<file path="src/rtl/uart_hex_framer_pkg.sv">
// Shared definitions for the hex framer: state encoding, ASCII constants and
// the nibble-to-character mapping used by hex_ascii_enc.
package uart_hex_framer_pkg;

    typedef logic [1:0] framer_state_t;

    localparam framer_state_t ST_IDLE       = 2'd0;
    localparam framer_state_t ST_SEND       = 2'd1;
    localparam framer_state_t ST_WAIT_START = 2'd2;
    localparam framer_state_t ST_WAIT_DONE  = 2'd3;

    localparam logic [7:0] ASCII_ZERO    = 8'h30;
    localparam logic [7:0] ASCII_UPPER_A = 8'h41;
    localparam logic [7:0] ASCII_LOWER_A = 8'h61;
    localparam logic [7:0] ASCII_CR      = 8'h0D;
    localparam logic [7:0] ASCII_LF      = 8'h0A;
    localparam logic [7:0] ASCII_SPACE   = 8'h20;

    // Letters are offset from 'A' or 'a', so subtract the decimal range first.
    function automatic logic [7:0] nibble_to_ascii(input logic [3:0] nib, input logic upper);
        logic [7:0] result;
        logic [7:0] letterBase;
        letterBase = upper ? ASCII_UPPER_A : ASCII_LOWER_A;
        if (nib < 4'd10) begin
            result = ASCII_ZERO + {4'd0, nib};
        end else begin
            result = letterBase + {4'd0, nib} - 8'd10;
        end
        return result;
    endfunction

endpackage

</file>
<file path="src/rtl/uart_hex_framer_hex_ascii_enc.sv">
// Combinational 4-bit to ASCII hex digit encoder; UPPER picks the letter case.
module hex_ascii_enc
    import uart_hex_framer_pkg::*;
#(
    parameter bit UPPER = 1'b1
) (
    input  logic [3:0] nibble_i,
    output logic [7:0] ascii_o
);

    assign ascii_o = nibble_to_ascii(nibble_i, UPPER);

endmodule

</file>
<file path="src/rtl/uart_hex_framer.sv">
// Prints one binary word as ASCII hex (MSB nibble first) plus a terminator to a
// UART transmitter. Define UART_HEX_FRAMER_CRLF_EN for a CR LF terminator, else a space.
module uart_hex_framer
    import uart_hex_framer_pkg::*;
#(
    parameter int DIGITS = 8,
    parameter bit UPPER  = 1'b1,
    parameter int CNT_W  = 16
) (
    input  logic                  clk_50,
    input  logic                  clr,
    input  logic [4*DIGITS-1:0]   word_in,
    input  logic                  word_valid,
    output logic                  word_ready,
    output logic [7:0]            tx_data,
    output logic                  tx_wr,
    input  logic                  tx_busy,
    output logic                  frame_busy,
    output logic [CNT_W-1:0]      words_sent
);

`ifdef UART_HEX_FRAMER_CRLF_EN
    localparam int TERM_LEN = 2;
`else
    localparam int TERM_LEN = 1;
`endif
    localparam int WORD_W    = 4 * DIGITS;
    localparam int FRAME_LEN = DIGITS + TERM_LEN;
    localparam int IDX_W     = $clog2(FRAME_LEN + 1);

    localparam logic [IDX_W-1:0] LAST_IDX   = IDX_W'(FRAME_LEN - 1);
    localparam logic [IDX_W-1:0] DIGITS_IDX = IDX_W'(DIGITS);

    framer_state_t      state_q, state_d;
    logic [WORD_W-1:0]  shift_q, shift_d;
    logic [IDX_W-1:0]   idx_q, idx_d;
    logic [7:0]         tx_data_q, tx_data_d;
    logic               tx_wr_q, tx_wr_d;
    logic               frame_busy_q, frame_busy_d;
    logic [CNT_W-1:0]   cnt_q, cnt_d;

    logic [7:0]         hexChar;
    logic [7:0]         termChar;
    logic [7:0]         curChar;

    // The word shifts left after each character, so the top nibble is always next.
    hex_ascii_enc #(
        .UPPER(UPPER)
    ) u_enc (
        .nibble_i(shift_q[WORD_W-1 -: 4]),
        .ascii_o (hexChar)
    );

`ifdef UART_HEX_FRAMER_CRLF_EN
    assign termChar = (idx_q == DIGITS_IDX) ? ASCII_CR : ASCII_LF;
`else
    assign termChar = ASCII_SPACE;
`endif

    assign curChar = (idx_q < DIGITS_IDX) ? hexChar : termChar;

    // WAIT_START only needs tx_busy high, so a transmitter already busy is tolerated.
    always_comb begin
        state_d      = state_q;
        shift_d      = shift_q;
        idx_d        = idx_q;
        tx_data_d    = tx_data_q;
        tx_wr_d      = 1'b0;
        frame_busy_d = frame_busy_q;
        cnt_d        = cnt_q;
        case (state_q)
            ST_IDLE: begin
                if (word_valid) begin
                    shift_d      = word_in;
                    idx_d        = '0;
                    frame_busy_d = 1'b1;
                    state_d      = ST_SEND;
                end
            end
            ST_SEND: begin
                tx_data_d = curChar;
                tx_wr_d   = 1'b1;
                state_d   = ST_WAIT_START;
            end
            ST_WAIT_START: begin
                if (tx_busy) begin
                    state_d = ST_WAIT_DONE;
                end
            end
            ST_WAIT_DONE: begin
                if (!tx_busy) begin
                    if (idx_q == LAST_IDX) begin
                        idx_d        = '0;
                        cnt_d        = cnt_q + CNT_W'(1);
                        frame_busy_d = 1'b0;
                        state_d      = ST_IDLE;
                    end else begin
                        idx_d   = idx_q + IDX_W'(1);
                        shift_d = shift_q << 4;
                        state_d = ST_SEND;
                    end
                end
            end
            default: begin
                state_d = ST_IDLE;
            end
        endcase
    end

    always_ff @(posedge clk_50) begin
        if (clr) begin
            state_q      <= ST_IDLE;
            shift_q      <= '0;
            idx_q        <= '0;
            tx_data_q    <= 8'h00;
            tx_wr_q      <= 1'b0;
            frame_busy_q <= 1'b0;
            cnt_q        <= '0;
        end else begin
            state_q      <= state_d;
            shift_q      <= shift_d;
            idx_q        <= idx_d;
            tx_data_q    <= tx_data_d;
            tx_wr_q      <= tx_wr_d;
            frame_busy_q <= frame_busy_d;
            cnt_q        <= cnt_d;
        end
    end

    assign word_ready = (state_q == ST_IDLE);
    assign tx_data    = tx_data_q;
    assign tx_wr      = tx_wr_q;
    assign frame_busy = frame_busy_q;
    assign words_sent = cnt_q;

endmodule
</file>
<file path="config.mk">
export PLATFORM = sky130hd
export DESIGN_NAME = uart_hex_framer
export DESIGN_NICKNAME = d
export VERILOG_FILES = /design/src/rtl/uart_hex_framer_pkg.sv /design/src/rtl/uart_hex_framer_hex_ascii_enc.sv /design/src/rtl/uart_hex_framer.sv
export SDC_FILE = /design/constraint.sdc
export NUM_CORES = 1
export LEC_CHECK = 0
export ABC_AREA = 1
export BUFFER_PORTS_ARGS = -buffer_cell sky130_fd_sc_hd__buf_2
export CORE_UTILIZATION = 40
export CTS_CLUSTER_DIAMETER = 50
export DETAILED_ROUTE_END_ITERATION = 8
export SLEW_MARGIN = 20
export SYNTH_ARGS = -nofsm -noshare
export SYNTH_HDL_FRONTEND = slang
export SYNTH_SLANG_ARGS = --single-unit
</file>
<file path="constraint.sdc">
create_clock -name clk_50 -period 1.46 [get_ports clk_50]
set_input_delay 0 -clock clk_50 [delete_from_list [all_inputs] [get_ports clk_50]]
set_output_delay 0 -clock clk_50 [all_outputs]
set_load 0.03 [all_outputs]
</file>
# --- Word-level counts from Yosys, hierarchy flattened ---
# Index checks and enable logic that the tools add are counted.
op_classes:
  order_cmp: 2
  reduce_logical: 7
  n_mux: 20
  n_addsub: 5
  eq_ne: 9
  bitwise_logic: 1
ops:
  columns: ["op", "n"]
  rows:
  - ["$mux 32", 3]
  - ["$pmux 32 s2", 1]
  - ["$add 16x1->16 const B", 1]
  - ["$mux 8", 2]
  - ["$mux 4", 3]
  - ["$ne 2x2->1 const B", 5]
  - ["$reduce_and 3->1", 3]
  - ["$add 7x4->8 const A", 1]
  - ["$lt 4x4->1 const B", 2]
  - ["$pmux 2 s4", 1]
  - ["$pmux 4 s2", 1]
  - ["$reduce_and 4->1", 2]
  - ["$sub 8x4->8 const B", 1]
  - ["$add 6x4->7 const A", 1]
  - ["$mux 2", 3]
  - ["$mux 1", 5]
  - ["$add 4x1->4 const B", 1]
  - ["$eq 2x2->1 const B", 2]
  - ["$eq 4x4->1 const B", 1]
  - ["$eq 2x1->1 const B", 1]
  - ["$logic_not 2->1", 1]
  - ["$pmux 1 s2", 1]
  - ["$reduce_bool 2->1", 1]
  - ["$not 1->1", 1]
totals:
  word_cells: 51
  reg_bits: 64
  out_inout_bits: 27
  in_bits: 36

# --- Longest topological paths before layout ---
# Gate-level depths: netlist of run 1.
depth:
  word_depth: 4
  ltp_mapped: 10
  depth_no_buf: 10

# --- Cells and area by module ---
# From an unflattened synthesis of run 1, not the netlist that was laid out.
hier_totals:
  cells_unflattened: 490
  hier_area_um2: 3286.9
modules_own_cells:
  columns: ["module", "cells_each", "n_inst", "seq_area_each_um2", "area_per_inst_um2"]
  rows:
  - ["uart_hex_framer", 465, 1, 1281.2, 3163.0]
  - ["hex_ascii_enc", 25, 1, 0.0, 123.9]

# --- Worst setup path after synthesis of run 1 ---
# No wires, ideal clock.
synth_path:
  path_type: "register to register"
  from: "reg state_q[0]"
  to: "reg shift_q[10]"
  required_ns: 1.344
  synth_period_minus_slack_ns: 1.698
  n_path_buf: 1
  slack_ns: -0.238
  setup_time_ns: 0.116
  path_stages_with_launch: 10
  arrival_ns: 1.582
  cell_sequence: "dfxtp_1 -> inv_1 -> ha_1 -> nand2_2 -> nand2_4 -> nor2_8 -> nand2_8 -> buf_6 -> o21ai_0 -> nor2_1"
synth_via:
  elab_chain_cells: 3
  elab_cells_between_ends: 8
  cone_classes: "4 x eq/ne; 1 x mux; 3 x reduce/logical"
synth_rtl:
  columns: ["element", "line", "rtl"]
  rows:
  - ["from (decl)", "uart_hex_framer.sv:34", "framer_state_t state_q, state_d;"]
  - ["from (signal assigned)", "uart_hex_framer.sv:120", "state_q <= state_d;"]
  - ["$logic_not 2->1 (*)", null, null]
  - ["named net word_ready", "uart_hex_framer.sv:14", "output logic word_ready,"]
  - ["$ne 2x2->1 (no source line) or $reduce_bool 2->1 (tied branches)", null, null]
  - ["$reduce_and 4->1 (no source line)", null, null]
  - ["to (signal assigned)", "uart_hex_framer.sv:121", "shift_q <= shift_d;"]
  - ["to (decl)", "uart_hex_framer.sv:35", "logic [WORD_W-1:0] shift_q, shift_d;"]
# The timed path passes the listed nets; every way through them passes the cells marked *.
# A chain may end at the register's enable or synchronous reset.

# --- Worst setup path after layout of run 1 ---
layout_path:
  from: "reg state_q[1]"
  to: "reg shift_q[0]"
layout_via:
  elab_chain_cells: 3
  elab_cells_between_ends: 8
  cone_classes: "4 x eq/ne; 1 x mux; 3 x reduce/logical"
layout_rtl:
  columns: ["element", "line", "rtl"]
  rows:
  - ["$eq 2x2->1 or $logic_not 2->1 (tied branches)", "uart_hex_framer.sv:71", "case (state_q)"]
  - ["$ne 2x2->1 (no source line) or $reduce_bool 2->1 (tied branches)", null, null]
  - ["$reduce_and 4->1 (no source line)", null, null]
# Several ways; a longest one is shown, not always the timed one.

==> results summary, run 1 <==
The data required time at the worst endpoint came out at 1680 ps. Counting every sink on the clock net gives 63. The register-to-register path setup slack is -100 ps.

In this run the cell area of the synthesized design comes to 3147 µm². The number of rows created at floorplan is 31. The register area is 1271 µm².

Setup violations remaining at the end of the flow were counted as 37. The via count of the first global-routing pass is 2952. Counting flops and latches in the post-synthesis netlist gives 63. After global routing the overflow that remains totals 0. The area share of the leading cell type in the synthesized netlist came out at 0.4008.

The post-layout utilization of the core is 0.5861. The cell area reported after detailed placement is 3704 µm². The cell leakage power came out at 2.046 nW. The kind of cell adding the most delay to the critical path is simple AND/OR/NAND/NOR gates. The number of I/O port buffers came out at 61.

The initial antenna violation count is 0. The final reports fail on setup timing. The unique cell type count in the Yosys netlist is 31. The region available for standard cell placement spans 7408 µm². The post-route fraction of the period consumed by the critical path is 1.072. The worst supply voltage drop on vdd is 0.6015 mV. The area of the multi-input gates came out at 1752 µm². In the final design database the tool counted 620 nets.

The floorplan step defined a die boundary enclosing 8226 µm². The number of buffers between clock root and the deepest sink is 2. The number of DRC violations after detailed-routing iteration 0 is 154.

The clock root buffer is sky130_fd_sc_hd__clkbuf_8. In the global route stage, overall resource usage came out at 0.1941. At the later pin of the worst-skew pair, clock insertion delay measures 340 ps. Based on the critical path, the design can be clocked at up to 639.1 MHz. The post-route setup TNS came out at -2318 ps. The sum of buffers and inverters on the critical path came out at 3. On the worst path, the slowest cell contributes a delay of 370 ps. The slowest library cell on the worst path is sky130_fd_sc_hd__dfxtp_4. The flow ran to the end, but the final reports show violations. The count of filler cells inserted in the layout came out at 735. The worst setup path is launched from a register. After detailed routing, the number of remaining DRC violations is 0. The tightest min-delay check is of the in2reg type. The number of max-cap violations is 0.

The number of pins exceeding their max-slew limit in the final report came to 0. The total I/O pin count is 63. 0 antenna diodes ended up in the layout. The count of flip-flops with a built-in enable after synthesis came out at 0. The largest net degree at the start of global routing came out at 43.

The half-perimeter wire length after detailed placement came out at 5127 µm. The fraction of registers with async set or reset after synthesis came out at 0. The synthesized net count is 510. The worst path in the final design needs a cycle of 1565 ps, including I/O delays and setup. The setup path with the least slack is of type reg2reg.

In this run the worst path has a maximum fanout of 16. The number of CTS-inserted buffers came out at 9. The first-pass GRT wire length came out at 13010 µm. The count of mapped cells out of synthesis came out at 466.

Walking the worst path, the cells encountered are buf_6, inv_4, ha_4, nand2_4, nand2_4, nor2_8, nand2_8, buf_4, nand2_1, a21oi_1. The endpoint class of the critical path is a register. The smallest setup slack after layout came out at -104.7 ps. The fraction of final layout cells with drive strength greater than 1 came out at 0.2793.

After clock tree synthesis, the clock-pin slew on the worst setup and hold paths is 70 ps. The critical path data arrival time came out at 1790 ps. For this block, the routed nets add up to 7820 µm of wire.

TritonCTS built the clock tree. The average via count per standard cell is 4.685. The placer congestion estimate is 0.7937. The effective utilization at floorplan is 0.4248. The average cell area after synthesis is 6.753 µm². By area the synthesized netlist is led by sky130_fd_sc_hd__dfxtp_1 (40%), sky130_fd_sc_hd__nand2_1 (18%), sky130_fd_sc_hd__nor2_1 (10%), sky130_fd_sc_hd__o21ai_0 (6.0%), sky130_fd_sc_hd__inv_1 (4.3%).

The power per unit of standard cell area came out at 1510 nW/µm². The most used flip-flop cell after synthesis is sky130_fd_sc_hd__dfxtp_1. The part of the Yosys area used for sequential elements is 0.4008. Setup repair after global routing could not meet its margin everywhere. The count of H-tree levels built during CTS is 3. In this run the horizontal extent of the chip is 90.70 µm. The final clock skew is 9.523 ps. The number of warnings issued by yosys came out at 0. Summed over all instances, the cell type with the most area after synthesis is sky130_fd_sc_hd__dfxtp_1. The cell seen most often among critical-path stages is sky130_fd_sc_hd__nand2_4. The first TritonRoute pass finished after 5 iterations.

The die boundary height is 90.70 µm. Across all layers, the routed design uses 3181 vias. The number of hold violations in the final report was 0. In the final routed layout, each cell accounts on average for 11.52 µm. The residual antenna-violating net count after detailed routing came out at 0.

The worst setup slack after placement is -158.3 ps. The final instance area came out at 4342 µm². Compared with the post-synthesis result, the final layout area differs by 37.97%.
-- registers in the layout, indices dropped and copies added (netlist names) --
signal and cells:
tx_data 7, tx_wr 1, state_q 2, frame_busy 1, shift_q 32, words_sent 16, idx_q 4
-- routing by layer --
| metal | wire (µm) | global-route usage | share of wire | vias up |
|---|---|---|---|---|
| met5 | 0 | 0 | 0 | - |
| met4 | 161 | 0.08065 | 0.021 | 0 |
| met3 | 295 | 0.03620 | 0.038 | 14 |
| met2 | 3695 | 0.3277 | 0.47 | 57 |
| met1 | 3667 | 0.2412 | 0.47 | 1430 |
| li1 | - | - | - | 1680 |
-- synth_stat cells (all sizes together) (2+ instances only) --
cell type / number
inv: 38
ha: 8
xor2: 2
dfxtp: 63
a21oi: 25
nand3b: 2
o21ai: 42
clkbuf: 3
nand4: 4
nand2: 153
buf: 17
o21bai: 3
nor2: 88
nor3: 2
nand3: 13
-- worst paths after layout --
path	from	to	cells past startpoint
worst max-delay path	state_q[1]	shift_q[0]	10
worst min-delay path	word_in[20]	shift_q[20]	5
worst max register to register	state_q[1]	shift_q[0]	10
worst min register to register	tx_data[6]	tx_data[6]	2
-- worst register-to-register path: cells and delay by family, from the launching register on --
family	cells	cell delay, ps
compound gates	1	60
fa+ha+maj	1	180
buf+inv	3	310
flops	1	370
simple gates	5	540
-- report_power, final --
part / total (mW) / internal, mW / switching (mW)
combinational: 2.65 / 1.07 / 1.58
clock: 1.55 / 0.870 / 0.678
sequential: 2.36 / 2.14 / 0.216
total: 6.56 / 4.08 / 2.47
-- stage by stage --
step,instances,hold slack [ps],power [mW]
after CTS,670,0.1833,6.380
final,679,3.676,6.556
after global routing,679,37.14,7.007
after floorplan,466,142.9,4.208
after global placement,638,256.8,4.646
after detailed placement,638,260.8,4.699
-- cell usage in the layout, fill, tap and decap left out, types with 4 or more instances in the layout --
cell type                       count
sky130_fd_sc_hd__inv_1             30
sky130_fd_sc_hd__nand2_1          141
sky130_fd_sc_hd__nand4_1            4
sky130_fd_sc_hd__inv_2              5
sky130_fd_sc_hd__a21oi_1           25
sky130_fd_sc_hd__ha_4               4
sky130_fd_sc_hd__dfxtp_1           57
sky130_fd_sc_hd__nand2_2            5
sky130_fd_sc_hd__dlygate4sd3_1     16
sky130_fd_sc_hd__nand3_1           10
sky130_fd_sc_hd__o21ai_0           22
sky130_fd_sc_hd__buf_4             31
sky130_fd_sc_hd__dfxtp_2            5
sky130_fd_sc_hd__nor2_4             6
sky130_fd_sc_hd__nor2_1            81
sky130_fd_sc_hd__nand2_4            7
sky130_fd_sc_hd__buf_6              7
sky130_fd_sc_hd__buf_2             61
sky130_fd_sc_hd__clkbuf_8          11
sky130_fd_sc_hd__o21ai_1           17
-- cell type report --
| class | instances | area share |
|---|---|---|
| timing repair buffer | 118 | 0.1928 |
| sequential | 63 | 0.2928 |
| inverter | 38 | 0.03689 |
| multi-input combinational | 346 | 0.4035 |
| clock buffer | 12 | 0.03573 |
| clock inverter | 3 | 0.009798 |
| tap | 99 | 0.02853 |
-- kinds of logic (layout without fill, tap and decap cells) --
kind of cell,after synthesis,count (layout),synth area share
XOR/XNOR,3,3,0.008351
flip-flops,63,63,0.4008
AND/OR/NAND/NOR,262,263,0.3447
AO/OA/AOI/OAI,71,71,0.1157
adder cells (fa/ha/maj),8,8,0.03181
other,1,1,0.001192
buffers and inverters,58,171,0.09741
-- what timing repair did --
action / 4_1_cts / 5_1_grt
gates cloned: 1 / 0
endpoints found under the hold margin: 16 / 0
setup buffers: 0 / 9
gates resized for setup: 9 / 49
pin swaps: 4 / 19
endpoints found under the setup margin: 49 / 54
hold buffers: 16 / 0
No activity file was read; power rests on OpenSTA's default activity.
==> run 2: changes to the inputs <==
--- a/config.mk
+++ b/config.mk
@@ -8,8 +8,10 @@
 export ABC_AREA = 1
 export BUFFER_PORTS_ARGS = -buffer_cell sky130_fd_sc_hd__buf_2
 export CORE_UTILIZATION = 40
+export CTS_BUF_LIST = sky130_fd_sc_hd__clkbuf_4 sky130_fd_sc_hd__clkbuf_8
 export CTS_CLUSTER_DIAMETER = 50
 export DETAILED_ROUTE_END_ITERATION = 8
+export RECOVER_POWER = 25
 export SLEW_MARGIN = 20
 export SYNTH_ARGS = -nofsm -noshare
 export SYNTH_HDL_FRONTEND = slang
==> run 2 against run 1 <==
The flow still finishes with violations (setup timing). Worst setup slack is essentially flat. Global-route usage unchanged. Largest cell class unchanged. Via count increased by 0.13%. First-iteration DRC count stayed put. Clock-buffer cell count did not move. Total power is essentially flat. Hold slack improved by 0.69 ps. Die area unchanged.
==> results summary, run 2 (synthesized netlist as in run 1, its figures left out) <==
The maximum fanout along the worst path came out at 16. For this configuration, the core starts out at a cell density of 0.4248. The worst setup path is launched from a register. The library cells used most frequently in the layout, excluding fill and tap cells, are sky130_fd_sc_hd__nand2_1 (141), sky130_fd_sc_hd__nor2_1 (81), sky130_fd_sc_hd__dfxtp_1 (57). The number of CTS-inserted buffers is 9. Based on the critical path, the design can be clocked at up to 639.1 MHz. The post-route fraction of the period consumed by the critical path is 1.072.

Across the VDD grid, the largest voltage drop is 0.6042 mV. The total grt overflow is 0. The flow ran to the end, but the final reports show violations. Overall power consumption after layout is estimated at 6.558 mW. The worst setup path is of the reg2reg kind. More flip-flops sit in one register than any other, and that register is shift_q. The number of DRC violations after detailed-routing iteration 0 came out at 154. The tool flagged a number of max-cap violations equal to 0.

The checks that failed: setup timing. After legalization and detailed placement, the total HPWL measured 5127 µm. The number of nets in the finished design is 620. Power spread over the standard cell area amounts to 1514 nW/µm². The number of hold violations in the final report was 0. The critical path data arrival time is 1790 ps. For this design, the slowest cell found on the critical path is sky130_fd_sc_hd__dfxtp_4. The total setup violations reported at the end of the flow is 37.

The average via count per standard cell is 4.691. The worst setup slack after placement came out at -158.3 ps. After floorplanning, the core was sized to cover 7408 µm². Among the stages of the critical path, the cell type that occurs most often is sky130_fd_sc_hd__nand2_4. For this block, the via count after detailed routing is 3185.

After detailed routing, the average wire length per cell comes to 11.55 µm. The clock-pin slew reported for the worst setup and hold paths after clock tree synthesis came out at 70 ps. The final clock skew came out at 9.643 ps.

Setup repair after global routing could not meet its margin everywhere. The area added between synthesis and finish is 37.65%. The total inserted antenna cells came out at 0. The initial antenna violation count was 0. The first-pass GRT wire length is 13010 µm. The kind of cell with the highest combined delay along the critical path is simple AND/OR/NAND/NOR gates. The clock sink count is 63. Leaving out fill and tap cells, the most frequent cell in the layout is sky130_fd_sc_hd__nand2_1. The sum of buffers and inverters on the critical path is 3.

Clock latency on the worst-skew pair, taken at its later pin, is 340 ps. The total wire length came out at 7840 µm. The shortest period the worst path allows is 1565 ps.

The area enclosed by the die boundary is 8226 µm². The post-route DRC violation count is 0. STA classifies the critical path endpoint as a register. The number of buffers between clock root and the deepest sink is 2. The cell leakage power is 2.003 nW. The number of rows created at floorplan is 31. Routability-driven placement finished with a final weighted congestion of 0.7937.

The total I/O pin count came out at 63. The clock tree synthesis step divided the H-tree into 3 levels. The smallest setup slack after layout is -104.8 ps.

The number of cells in the finished layout apart from fillers is 679. In the final layout, the share of cells above drive strength 1 is 0.2621. The cell sitting at the root of the clock tree is a sky130_fd_sc_hd__clkbuf_8. In this run the remaining antenna-violating nets after routing total 0. TritonCTS built the clock tree. In this run the vertical extent of the chip is 90.70 µm. The number of flip-flops under the largest register name is 32. The number of I/O port buffers came out at 61. The critical path goes through buf_6, inv_4, ha_4, nand2_4, nand2_4, nor2_8, nand2_8, buf_4, nand2_1, a21oi_1.

The post-layout utilization of the core is 0.5847. The tightest min-delay check is of the in2reg type. The tightest hold margin is 4.364 ps. The via count of the first global-routing pass is 2952. The number of placed instances, taps included, is 638. The global router's overall resource usage came out at 0.1941. The maximum cell stage delay along the critical path is 370 ps. The detailed-routing iteration count for the pre-antenna-repair pass is 4. From left edge to right edge, the die measures 90.70 µm. The largest net degree at the start of global routing is 43. The data required time at the worst endpoint came out at 1680 ps. The number of pins exceeding their max-slew limit in the final report came to 0.
## run 2: where the power goes
| group | internal [mW] | switching [mW] | leakage, nW |
|---|---|---|---|
| clock network | 0.889 | 0.678 | 0.102 |
| logic | 1.05 | 1.58 | 1.38 |
| registers | 2.14 | 0.218 | 0.519 |
| total | 4.08 | 2.47 | 2.00 |
## run 2: layout make-up
cell class / count / area [µm²]
clock buffers: 12 / 158.9
clock inverters: 3 / 42.54
fillers: 740 / 3077
inverters: 38 / 160.2
multi-input cells: 346 / 1752
flip-flops and latches: 63 / 1271
well taps: 99 / 123.9
repair buffers: 118 / 823.3
## run 2: worst paths after layout
kind / from / end / slack, ps / depth (start not counted)
min reg2reg: shift_q[3] / shift_q[3] / 470 / 2
max: state_q[1] / shift_q[0] / -100 / 10
max reg2reg: state_q[1] / shift_q[0] / -100 / 10
min: word_in[20] / shift_q[20] / 4 / 5
## run 2: repair_timing
item                                    CTS  global route
pin swaps                                 4            19
endpoints found under the setup margin   49            54
hold buffers                             16             0
resized for setup                         9            49
endpoints found under the hold margin    16             0
cloned                                    1             0
buffers inserted                          0             9
## run 2: worst register-to-register path: cells and delay by family (launching register included)
family	cells	cell delay (ps)
AOI/OAI and AO/OA	1	60
adders and majority gates	1	180
buffers and inverters	3	310
DFF	1	370
and+or+nand+nor	5	540
## run 2: metrics by stage
stage | area (µm²) | setup TNS, ps
detailed placement | 3704 | -5439
floorplan | 3168 | -52.60
global placement | 3704 | -2639
global route | 4332 | -5154
finish | 4332 | -2310
CTS | 4099 | -1828
## run 2: metal layers
layer	up-vias	wire length (µm)	track usage
met1	1434	3670	0.2412
met4	0	161	0.08065
li1	1680	-	-
met2	57	3706	0.3277
met3	14	302	0.03620
met5	-	0	0
==> run 3: changes to the inputs <==
--- a/config.mk
+++ b/config.mk
@@ -5,7 +5,6 @@
 export SDC_FILE = /design/constraint.sdc
 export NUM_CORES = 1
 export LEC_CHECK = 0
-export ABC_AREA = 1
 export BUFFER_PORTS_ARGS = -buffer_cell sky130_fd_sc_hd__buf_2
 export CORE_UTILIZATION = 40
 export CTS_BUF_LIST = sky130_fd_sc_hd__clkbuf_4 sky130_fd_sc_hd__clkbuf_8
==> run 3 against run 2 <==
The flow still finishes with violations (setup timing). Synthesized area down 7.6%. Non-clock buffer count increased by 8. Critical path depth shrank 5. First-iteration DRC count shrank 49%. Cell count decreased by 20%. Routed wire length fell by 12%. Register-to-register slack worse by 120 ps. Critical path type unchanged.
==> results summary, run 3 <==
The run finished, with violations left. The final reports fail on setup timing. The average cell area after synthesis is 8.834 µm².

The most common cell in the synthesized netlist is sky130_fd_sc_hd__dfxtp_1. The number of buffers between clock root and the deepest sink came out at 2. The area share of the leading cell type in the synthesized netlist is 0.4339. The worst setup path is captured at a register. The number of hold violations in the final report came out at 0. The number of cells in the finished layout apart from fillers is 545. After detailed routing, the number of vias per cell comes to 4.989.

The worst setup path is launched from a register. TritonCTS built the clock tree. Traced cell by cell, the critical path runs through ha_4, nand4b_4, or4_4, or3_4, a21oi_2.

The number of cell instances on the worst register-to-register path is 5. Counting flops per register, the top entry is shift_q. In the layout the commonest cells are sky130_fd_sc_hd__buf_2 (52), sky130_fd_sc_hd__nor2_1 (50), sky130_fd_sc_hd__dfxtp_1 (48). In this run the horizontal extent of the chip is 87.24 µm. The initial antenna violation count was 0. The unique cell type count in the Yosys netlist came out at 39.

The clock-pin slew reported for the worst setup and hold paths after clock tree synthesis is 70 ps. The final clock skew came out at 7.840 ps. The register area is 1297 µm².

The number of warnings issued by yosys came out at 0. The register-to-register path setup slack came out at -230 ps. The analysis attributes to net switching a power of 2.655 mW. The internal portion of the total power is 4.614 mW.

The peak clock frequency supported by timing is 592.7 MHz. In the finished design, the share of the clock period the worst path needs comes to 1.156. The combinational cell fraction of total power came out at 0.426. The total grt overflow is 0. The half-perimeter wire length after detailed placement came out at 4687 µm. The slowest library cell on the worst path is sky130_fd_sc_hd__or4_4.

The number of pins exceeding their max-slew limit in the final report came out at 0. The count of mapped cells out of synthesis is 329. For this design the static power due to leakage is 1.683 nW. In the post-route analysis, the smallest setup slack over all paths is -227.3 ps. The worst hold path begins at word_in[26]. The core area is 6907 µm².

The count of cells along the worst hold path came out at 3. The residual antenna-violating net count after detailed routing came out at 0. In the final routed layout, each cell accounts on average for 12.61 µm. In the synthesized netlist the dominant register cell turns out to be sky130_fd_sc_hd__dfxtp_1. The tightest min-delay check is of the in2reg type.

The tightest hold margin came out at 7.304 ps. The first TritonRoute pass finished after 4 iterations. In this run the critical register-to-register path is launched from state_q[1]. The clock latency at the later pin of the worst-skew pair came out at 340 ps. The data required time at the worst endpoint is 1740 ps. The post-layout utilization of the core is 0.6105.

The total setup violations reported at the end of the flow came out at 45. The switching fraction of total power came out at 0.3652. The total inserted antenna cells is 0. The total I/O pin count came out at 63. The area enclosed by the die boundary came out at 7611 µm². The power per unit of standard cell area came out at 1724 nW/µm². The total placed cells including tap cells came out at 503. The critical path in this run is classified as reg2reg. The count of H-tree levels built during CTS came out at 3.

The filler cells instantiated in the layout total 652. The area added between synthesis and finish came out at 45.07%. After the first detailed-routing iteration, the DRC count stood at 79.

The end of the worst hold path is shift_q[26]. The via count of the first global-routing pass is 2609. The sum of buffers and inverters on the critical path is 0. Entering global routing, the biggest net connects 34 pins. By count the netlist is led by sky130_fd_sc_hd__dfxtp_1 (63), sky130_fd_sc_hd__nor2_1 (52), sky130_fd_sc_hd__a211oi_1 (29), sky130_fd_sc_hd__mux2i_1 (29). The critical path data arrival time is 1970 ps. The part of the Yosys area used for sequential elements is 0.4339. In the final layout, the share of cells above drive strength 1 is 0.3541. The post-route DRC violation count is 0. Row generation in the floorplan step produced 30 rows. The placer congestion estimate is 0.7074. The flip-flop and latch count after synthesis came out at 63.

The register with the most flip-flops in the layout has 32 of them. The maximum fanout along the worst path is 5. The clock sink count came out at 63.

The fraction of registers with async set or reset after synthesis is 0. The final layout contains 488 nets. The area of the multi-input gates came out at 1695 µm². The effective utilization at floorplan is 0.4208.

The count of flip-flops with a built-in enable after synthesis is 0. Of all cell types, the one taking the most synthesized area is sky130_fd_sc_hd__dfxtp_1. Summing over every cut layer, the via total after detailed routing is 2719.

The total wire length came out at 6873 µm. In the global route stage, overall resource usage came out at 0.1929. Sorting the synthesized cells by area gives the leading types as sky130_fd_sc_hd__dfxtp_1 (43%), sky130_fd_sc_hd__mux2i_1 (10%), sky130_fd_sc_hd__a211oi_1 (7.5%), sky130_fd_sc_hd__nor2_1 (6.7%), sky130_fd_sc_hd__ha_1 (3.4%).

The library cell used most frequently in the layout, excluding fill and tap cells, is sky130_fd_sc_hd__buf_2. The worst setup slack after placement is -241.7 ps. The worst register-to-register path ends at words_sent[15]. The share of power burned in the clock network came out at 0.213.

The number of clock buffers added by TritonCTS is 9. The synthesized net count is 373. The netlist area before placement came out at 2907 µm².

The first-pass GRT wire length came out at 11450 µm. The number of max-cap violations came out at 0. The die boundary height came out at 87.24 µm.

The number of I/O port buffers is 61. The worst supply voltage drop on vdd came out at 1.130 mV. The shortest period the worst path allows is 1687 ps. Grouping stages by cell kind, the critical path spends the most delay in simple AND/OR/NAND/NOR gates. Setup repair after global routing could not meet its margin everywhere. The tree is rooted in a sky130_fd_sc_hd__clkbuf_8. The share of total power dissipated in sequential elements is 0.361.

The maximum cell stage delay along the critical path is 470 ps.
==> run 3: layout make-up <==
cell class                 count  area share
clock inverter                 3    0.009792
timing repair buffer         126      0.2050
multi-input combinational    234      0.4021
clock buffer                  13     0.03798
tap                           96     0.02849
sequential                    63      0.3077
inverter                      10    0.008902
==> run 3: logic make-up after synthesis <==
group | Yosys count | synth area share
and+or+nand+nor | 119 | 0.2053
adders and majority gates | 8 | 0.03444
DFF | 63 | 0.4339
muxes | 29 | 0.09987
AOI/OAI and AO/OA | 66 | 0.1455
other | 1 | 0.001290
xor gates and xnor gates | 11 | 0.03315
buffers and inverters | 32 | 0.04649
==> run 3: power groups by stage <==
| stage | registers [mW] | logic (mW) | clock network, mW |
|---|---|---|---|
| finish | 2.62 | 3.09 | 1.55 |
| detailed placement | 2.66 | 2.87 | 0 |
| CTS | 2.62 | 3.08 | 1.59 |
| global placement | 2.63 | 2.81 | 0 |
| global route | 2.70 | 3.46 | 1.66 |
| floorplan | 2.74 | 1.91 | 0 |
==> run 3: routing by layer <==
layer | vias up | part of all wire | global-route usage
met1 | 1259 | 0.49 | 0.2485
met5 | - | 0 | 0
met4 | 0 | 0.019 | 0.08942
li1 | 1408 | - | -
met2 | 42 | 0.46 | 0.3153
met3 | 10 | 0.026 | 0.03128
==> run 3: per-stage QoR <==
| step | power, mW | setup TNS (ps) | instance area (µm²) |
|---|---|---|---|
| final | 7.268 | -3363 | 4217 |
| after global routing | 7.828 | -8588 | 4217 |
| after CTS | 7.290 | -3921 | 4140 |
| after detailed placement | 5.523 | -5670 | 3633 |
| after global placement | 5.441 | -4247 | 3633 |
| after floorplan | 4.649 | -3551 | 3007 |
==> run 3: how the worst max path moves through the flow <==
stage                   from  slack, ps             end  cells after the start
6_report          state_q[1]       -230  words_sent[15]                      5
5_1_grt           state_q[1]       -280  words_sent[13]                      5
4_1_cts           state_q[1]       -210  words_sent[15]                      5
3_5_place_dp        idx_q[0]       -240  words_sent[15]                      6
3_3_place_gp        idx_q[0]       -190  words_sent[13]                      6
2_1_floorplan  words_sent[3]       -180  words_sent[15]                      4
==> run 3: timing repair <==
item / CTS / global route
gates cloned: 1 / 0
hold buffers: 20 / 0
resized for setup: 16 / 18
setup endpoints to repair: 50 / 56
setup buffers: 3 / 2
endpoints found under the hold margin: 20 / 0
pin swaps: 3 / 6
==> run 3: worst reg2reg max path, stage by stage, from the launching register on <==
cell                       delay, ps
sky130_fd_sc_hd__dfxtp_4         370
sky130_fd_sc_hd__ha_4            180
sky130_fd_sc_hd__nand4b_4        130
sky130_fd_sc_hd__or4_4           470
sky130_fd_sc_hd__or3_4           350
sky130_fd_sc_hd__a21oi_2         130
